$ cat src/rtl/mem_ctrl_pkg.sv
`default_nettype none
// ============================================================================
// Module   : mem_ctrl_pkg
// Brief    : Shared RAM geometry and controller state encoding for mem_ctrl.
// Revision : 1.0 - initial release
// ============================================================================
package mem_ctrl_pkg;

    localparam int MEM_ADDR_W = 6;
    localparam int MEM_DATA_W = 16;
    // Wide enough for RD_LAT-1 over the legal RD_LAT range 1..4
    localparam int LAT_CNT_W  = 2;

    typedef enum logic [2:0] {
        ST_IDLE    = 3'd0,
        ST_WRITE   = 3'd1,
        ST_RD_WAIT = 3'd2,
        ST_VF_WAIT = 3'd3,
        ST_RESP    = 3'd4
    } mem_ctrl_state_t;

endpackage
`default_nettype wire

$ cat src/rtl/mem_lat_cnt.sv
`default_nettype none
// ============================================================================
// Module   : mem_lat_cnt
// Brief    : Loadable down-counter that parks at zero; flags zero for the FSM.
// Revision : 1.0 - initial release
// ============================================================================
module mem_lat_cnt #(
    parameter int WIDTH = 2
) (
    input  logic             clk,
    input  logic             rst,
    input  logic             load,
    input  logic [WIDTH-1:0] load_val,
    output logic             zero
);

    logic [WIDTH-1:0] r_count;

    always_ff @(posedge clk) begin
        if (rst) begin
            r_count <= '0;
        end else if (load) begin
            r_count <= load_val;
        end else if (r_count != '0) begin
            r_count <= r_count - 1'b1;
        end
    end

    assign zero = (r_count == '0);

endmodule
`default_nettype wire

$ cat src/rtl/mem_ctrl.sv
`default_nettype none
// ============================================================================
// Module   : mem_ctrl
// Brief    : Single-request initiator for the memoram synchronous RAM.
//            Define MEM_CTRL_VERIFY_EN to add write read-back verification.
// Revision : 1.0 - initial release
// ============================================================================
module mem_ctrl
    import mem_ctrl_pkg::*;
#(
    parameter int ADDR_W = MEM_ADDR_W,
    parameter int DATA_W = MEM_DATA_W,
    parameter int RD_LAT = 2
) (
    input  logic              Clock,
    input  logic              Reset,
    input  logic              req_valid,
    output logic              req_ready,
    input  logic              req_we,
    input  logic [ADDR_W-1:0] req_addr,
    input  logic [DATA_W-1:0] req_wdata,
    output logic              rsp_valid,
    output logic [DATA_W-1:0] rsp_rdata,
    output logic              rsp_err,
    output logic              busy,
    output logic [ADDR_W-1:0] mem_address,
    output logic [DATA_W-1:0] mem_data,
    output logic              mem_wren,
    input  logic [DATA_W-1:0] mem_q
);

    localparam logic [LAT_CNT_W-1:0] LAT_LOAD = LAT_CNT_W'(RD_LAT - 1);

    mem_ctrl_state_t r_state;
    mem_ctrl_state_t w_next_state;
    logic            w_accept;
    logic            w_cnt_load;
    logic            w_lat_zero;
    logic            w_capture;

    assign w_accept   = req_valid && req_ready;
    // Reloaded on every accept and on leaving WRITE, so both wait states share it
    assign w_cnt_load = ((r_state == ST_IDLE) && req_valid) || (r_state == ST_WRITE);

    mem_lat_cnt #(
        .WIDTH (LAT_CNT_W)
    ) u_lat_cnt (
        .clk      (Clock),
        .rst      (Reset),
        .load     (w_cnt_load),
        .load_val (LAT_LOAD),
        .zero     (w_lat_zero)
    );

    always_ff @(posedge Clock) begin
        if (Reset) begin
            r_state <= ST_IDLE;
        end else begin
            r_state <= w_next_state;
        end
    end

    always_comb begin
        w_next_state = r_state;
        case (r_state)
            ST_IDLE: begin
                if (req_valid) begin
                    w_next_state = req_we ? ST_WRITE : ST_RD_WAIT;
                end
            end
`ifdef MEM_CTRL_VERIFY_EN
            ST_WRITE:   w_next_state = ST_VF_WAIT;
`else
            ST_WRITE:   w_next_state = ST_RESP;
`endif
            ST_RD_WAIT,
            ST_VF_WAIT: begin
                if (w_lat_zero) begin
                    w_next_state = ST_RESP;
                end
            end
            ST_RESP:    w_next_state = ST_IDLE;
            default:    w_next_state = ST_IDLE;
        endcase
    end

    always_comb begin
        req_ready = (r_state == ST_IDLE) && !Reset;
        busy      = (r_state != ST_IDLE);
        rsp_valid = (r_state == ST_RESP);
        w_capture = ((r_state == ST_RD_WAIT) || (r_state == ST_VF_WAIT)) && w_lat_zero;
    end

    always_ff @(posedge Clock) begin
        if (Reset) begin
            mem_address <= '0;
            mem_data    <= '0;
            mem_wren    <= 1'b0;
            rsp_rdata   <= '0;
        end else begin
            mem_wren <= w_accept && req_we;
            if (w_accept) begin
                mem_address <= req_addr;
                mem_data    <= req_wdata;
            end
            if (w_capture) begin
                rsp_rdata <= mem_q;
            end
        end
    end

`ifdef MEM_CTRL_VERIFY_EN
    logic r_err;

    // mem_data still holds the written word during the read-back
    always_ff @(posedge Clock) begin
        if (Reset) begin
            r_err <= 1'b0;
        end else if (w_capture) begin
            r_err <= (r_state == ST_VF_WAIT) && (mem_q != mem_data);
        end
    end

    assign rsp_err = r_err;
`else
    assign rsp_err = 1'b0;
`endif

endmodule
`default_nettype wire

$ cat config.mk
export PLATFORM = sky130hd
export DESIGN_NAME = mem_ctrl
export DESIGN_NICKNAME = d
export VERILOG_FILES = /design/src/rtl/mem_ctrl_pkg.sv /design/src/rtl/mem_lat_cnt.sv /design/src/rtl/mem_ctrl.sv
export SDC_FILE = /design/constraint.sdc
export NUM_CORES = 1
export LEC_CHECK = 0
export CAP_MARGIN = 20
export CORE_ASPECT_RATIO = 0.7
export CORE_MARGIN = 10
export CORE_UTILIZATION = 39
export DETAILED_ROUTE_END_ITERATION = 10
export HOLD_SLACK_MARGIN = 0.15
export MAX_ROUTING_LAYER = met4
export PLACE_DENSITY = 0.79
export SLEW_MARGIN = 40
export SYNTH_ARGS = -nofsm -noshare
export SYNTH_HDL_FRONTEND = slang
export SYNTH_SLANG_ARGS = --single-unit
$ cat constraint.sdc
create_clock -name Clock -period 2.05 [get_ports Clock]
set_input_delay 0.41 -clock Clock [delete_from_list [all_inputs] [get_ports Clock]]
set_output_delay 0.41 -clock Clock [all_outputs]
set_load 0.1 [all_outputs]
# After elaboration in Yosys (flattened, before gate mapping)
# Cells that the tools add are included.
# op_classes
n_reduce_logical,16
mux,6
add_sub_neg,1
eq_ne,6
# op_table
operator,n
3-bit one-hot mux with 3 select lines,1
3-bit by 2-bit equality test with 1-bit output (second input constant),2
3-bit two-way mux,2
1-bit logical AND,5
2-bit != test (second input constant),2
2-bit nonzero test,2
2-bit OR reduction,2
3-bit by 1-bit equality test with 1-bit output (second input constant),1
3-bit equality test (second input constant),1
3-bit zero test,1
3-bit nonzero test,1
2-bit zero test,1
1-bit logical OR,2
1-bit two-way mux,2
2-bit two-way mux,1
2-bit AND reduction,1
2-bit by 1-bit subtractor with 2-bit output (second input constant),1
1-bit zero test,1
# word_totals
reg_bits,44
word_cells,36
inputBits,42
out_inout_bits,43

# Longest topological paths before layout
# logic_depth
ltp_word,4
depth_mapped,8
mapped_depth_nobuf,5

# Hierarchy
# A second synthesis with hierarchy kept.
# hier_totals
hier_cells,209
area_unflattened_um2,1874.3
# by_module_without_submodules
mod,cells_per_inst,n_inst,area_each_um2,seq_area_each_um2
mem_ctrl,197,1,1752.9,840.8
mem_lat_cnt,12,1,121.4,40.0

# Worst setup path after synthesis
# No wires, ideal clock.
# synth_path
kind,register to output
startpoint,reg r_state[2]
endpoint,out req_ready
slack_ps,-990
n_path_buf,1
t_arrival_ps,2630
path_stages_with_launch,4
required_time_ps,1640
cell_sequence,dfxtp_1 -> buf_6 -> or3_1 -> nor2_1
# synth_via
elab_chain_cells,2
# synth_rtl
element,line_no,source
start: declaration,mem_ctrl.sv:34,mem_ctrl_state_t r_state;
start signal: assignment,mem_ctrl.sv:59,r_state <= w_next_state;
3-bit zero test,mem_ctrl.sv:88,req_ready = (r_state == ST_IDLE) && !Reset;
1-bit logical AND,mem_ctrl.sv:88,
end: declaration,mem_ctrl.sv:18,"output logic req_ready,"
# No other way between the ends.

# Worst setup path after layout
# Same ends and word-level chain as after synthesis.

==> summary.txt <==
Run status
  – Outcome: finished, final reports clean

Layout
  – Commonest non-fill, non-tap cell in the layout: nand2_1
  – Synthesis-to-layout area growth: 55.35%
  – Multi-input gate area: ~690 um^2
  – Layout cell share with drive strength beyond 1: 0.2226
  – Most frequent cells in the layout: nand2_1, buf_4, dfxtp_1
  – Diode count: 0
  – Final net count: roughly 330
  – Register area: roughly 880 um^2
  – Fillers: around 340

Clock tree
  – Num CTS Buffers: 5
  – CTS tree: built
  – Root Driver: clkbuf_8
  – Hold buffer count at CTS: 0
  – Clk Latency, worst-skew pair: 0.29 ns
  – Sink Count: between 40 and 50
  – H-tree levels: 2
  – Max Buffers Root-to-Sink: 2
  – Cts repair resizes: 0
  – Post-CTS setup buffers: 0
  – Clock slew at reported path FFs: 0.08 ns

Route
  – Final ANT Viol Nets: 0
  – Initial drt markers: 38
  – DRC: 0
  – DR vias: roughly 1.5k
  – DR vias/cell: roughly 4.6
  – Routed length per instance: around 14 um
  – WL final: 4675 um
  – Initial DRT Pass Iterations: 4

Die
  – Initial core utilization: 0.4132
  – Num rows: 19
  – Die Footprint: approximately 0.0073 mm^2
  – Die extent in y: about 74 um
  – Die X: 97.75 um
  – Core area: 0.003994 mm^2
  – Ports: 85

Critical path
  – RR Endpoint: rsp_rdata[10]
  – CP max FO: 10
  – Arrival time worst endpoint: roughly 1.5 ns
  – R2R depth: 5
  – Worst Setup End Kind: output pin
  – Reg-to-reg startpoint: u_lat_cnt.r_count[0]
  – Worst R2R Setup Slack: between 0.4 and 0.5 ns
  – Critical path class: reg -> out
  – Crit start category: flip-flop
  – Worst path required time: 1.64 ns

Pwr
  – Reg power frac: 0.376
  – Comb power frac: 0.357
  – Internal power: 1584 uW
  – Clock share of power: 0.267
  – Pwr Total: ~2600 uW
  – LEAKAGE: between 0.001 and 0.0015 uW
  – Sw Share: 0.3862
  – Max VDD drop: roughly 0.6 mV
  – Net Sw Power: 996.8 uW
  – PD cells: a little over 1000 mW/mm^2

Timing
  – F_max: roughly 530 MHz
  – Final setup fails: 0
  – Final period util: 0.9286
  – RSZ-0062 raised after global routing: false
  – Slew @ Worst Pin: 0.6526 ns
  – Fin. max-slew vios: 0
  – Clock Skews: 0.006825 ns
  – Final hold vios: 0
  – Final worst slack: between 0.1 and 0.15 ns
  – Setup tns final: 0 ns
  – Final Critical Period: roughly 1.9 ns
  – Slew headroom: 0.5636
  – Hold Slack: approximately 0.46 ns

Hold path
  – Hold path depth: 2
  – Min-delay src: mem_data[8]
  – Hold crit path type: reg -> reg
  – Hold Crit Endpoint: mem_data[8]

Placement
  – Input/output buffers: 83
  – Hpwl dp: between 3000 and 4000 um
  – Gpl congestion: about 0.73
  – Pre-CTS setup slack: about 0.23 ns

Synth
  – Mapped Area: 0.001650 mm^2
  – Syn_nets: about 250
  – Synth Register Bits: 44
  – Cell count after synthesis: between 200 and 250
  – Sequential share of the synthesized area: 0.5337
  – Ys flop type: dfxtp_1
  – Syn Area/Cell: 8.130 um^2
  – Synth area leaders: dfxtp_1, nand2_1, a21oi_1, buf_6, buf_2
  – Area leader, netlist: dfxtp_1
  – Top cell type's share of synthesized area: 0.5337
  – Asr flop ratio synth: 0
  – Unique cell type count in the Yosys netlist: 26
  – Yosys warnings: 0
  – Post-synth EDFFs: 0

Global route
  – Global-route wire length before repair: 7265 um
  – Maximum number of pins on one net before global-route repair: 25
  – Initial antenna violation count: 0
  – Grt ovf: 0
  – Vias in the first global route: approximately 1.4k
  – All-Layer GR Usage: 0.1247

Flow run
  – MaxCap Viol Count: 0
[worst max-delay path, stage by stage, from the launching register on]
cell	delay (ns)
dfxtp_1	0.41
or3_4	0.47
nor2_4	0.14
buf_12	0.18
[state kept, by name, indices dropped and copies added, names as in the netlist]
register	flops
mem_address	6
rsp_rdata	16
mem_wren	1
u_lat_cnt.r_count	2
r_state	3
mem_data	16
[stage by stage]
stage	instance area (um^2)	utilization	std cells
floorplan	1663	-	203
global placement	2442	0.6115	327
detailed placement	2442	0.6115	327
CTS	2564	0.6419	335
global route	2564	0.6419	335
finish	2564	0.6419	335
[power groups by stage]
| stage | sequential (uW) | combinational, uW | clock (uW) |
|---|---|---|---|
| floorplan | 1380 | 294 | 0 |
| finish | 970 | 923 | 689 |
| detailed placement | 990 | 929 | 0 |
| global placement | 986 | 924 | 0 |
| global route | 979 | 967 | 749 |
| CTS | 970 | 931 | 712 |
[Yosys cell counts, types with 2 or more instances]
| cell type | n |
|---|---|
| nand2_1 | 76 |
| dfxtp_1 | 44 |
| a21oi_1 | 39 |
| buf_2 | 6 |
| clkbuf_1 | 6 |
| nor2_1 | 5 |
| nor3_1 | 4 |
| buf_6 | 3 |
| and3b_1 | 2 |
| inv_1 | 2 |
[worst max path at each step]
stage                     from        endpoint  cells past startpoint
global placement     req_valid    mem_data[12]                      5
detailed placement   req_valid  mem_address[0]                      5
floorplan           r_state[2]       req_ready                      3
CTS                 r_state[2]       req_ready                      3
global route        r_state[2]       req_ready                      3
finish              r_state[2]       req_ready                      3
[kinds of logic after synthesis]
| family | synth area share |
|---|---|
| multiplexers | 0.006065 |
| other | 0.002272 |
| AO/OA/AOI/OAI | 0.1395 |
| adder cells (fa/ha/maj) | 0.007580 |
| flip-flops | 0.5337 |
| AND/OR/NAND/NOR | 0.2419 |
| buffers and inverters | 0.06368 |
| XOR/XNOR | 0.005308 |
[area by class of cell]
| class | count | area share |
|---|---|---|
| inverter | 2 | 0.002928 |
| timing repair buffer | 89 | 0.3133 |
| tap | 52 | 0.02538 |
| sequential | 44 | 0.3436 |
| clock buffer | 6 | 0.03221 |
| multi-input combinational | 140 | 0.2674 |
| clock inverter | 2 | 0.01513 |
[metal layers]
metal	wire, um	global-route usage
met1	2193	0.1561
met5	0	-
met4	58	0.04823
met2	2179	0.1888
met3	243	0.03330
(Power assumes the default switching activity.)
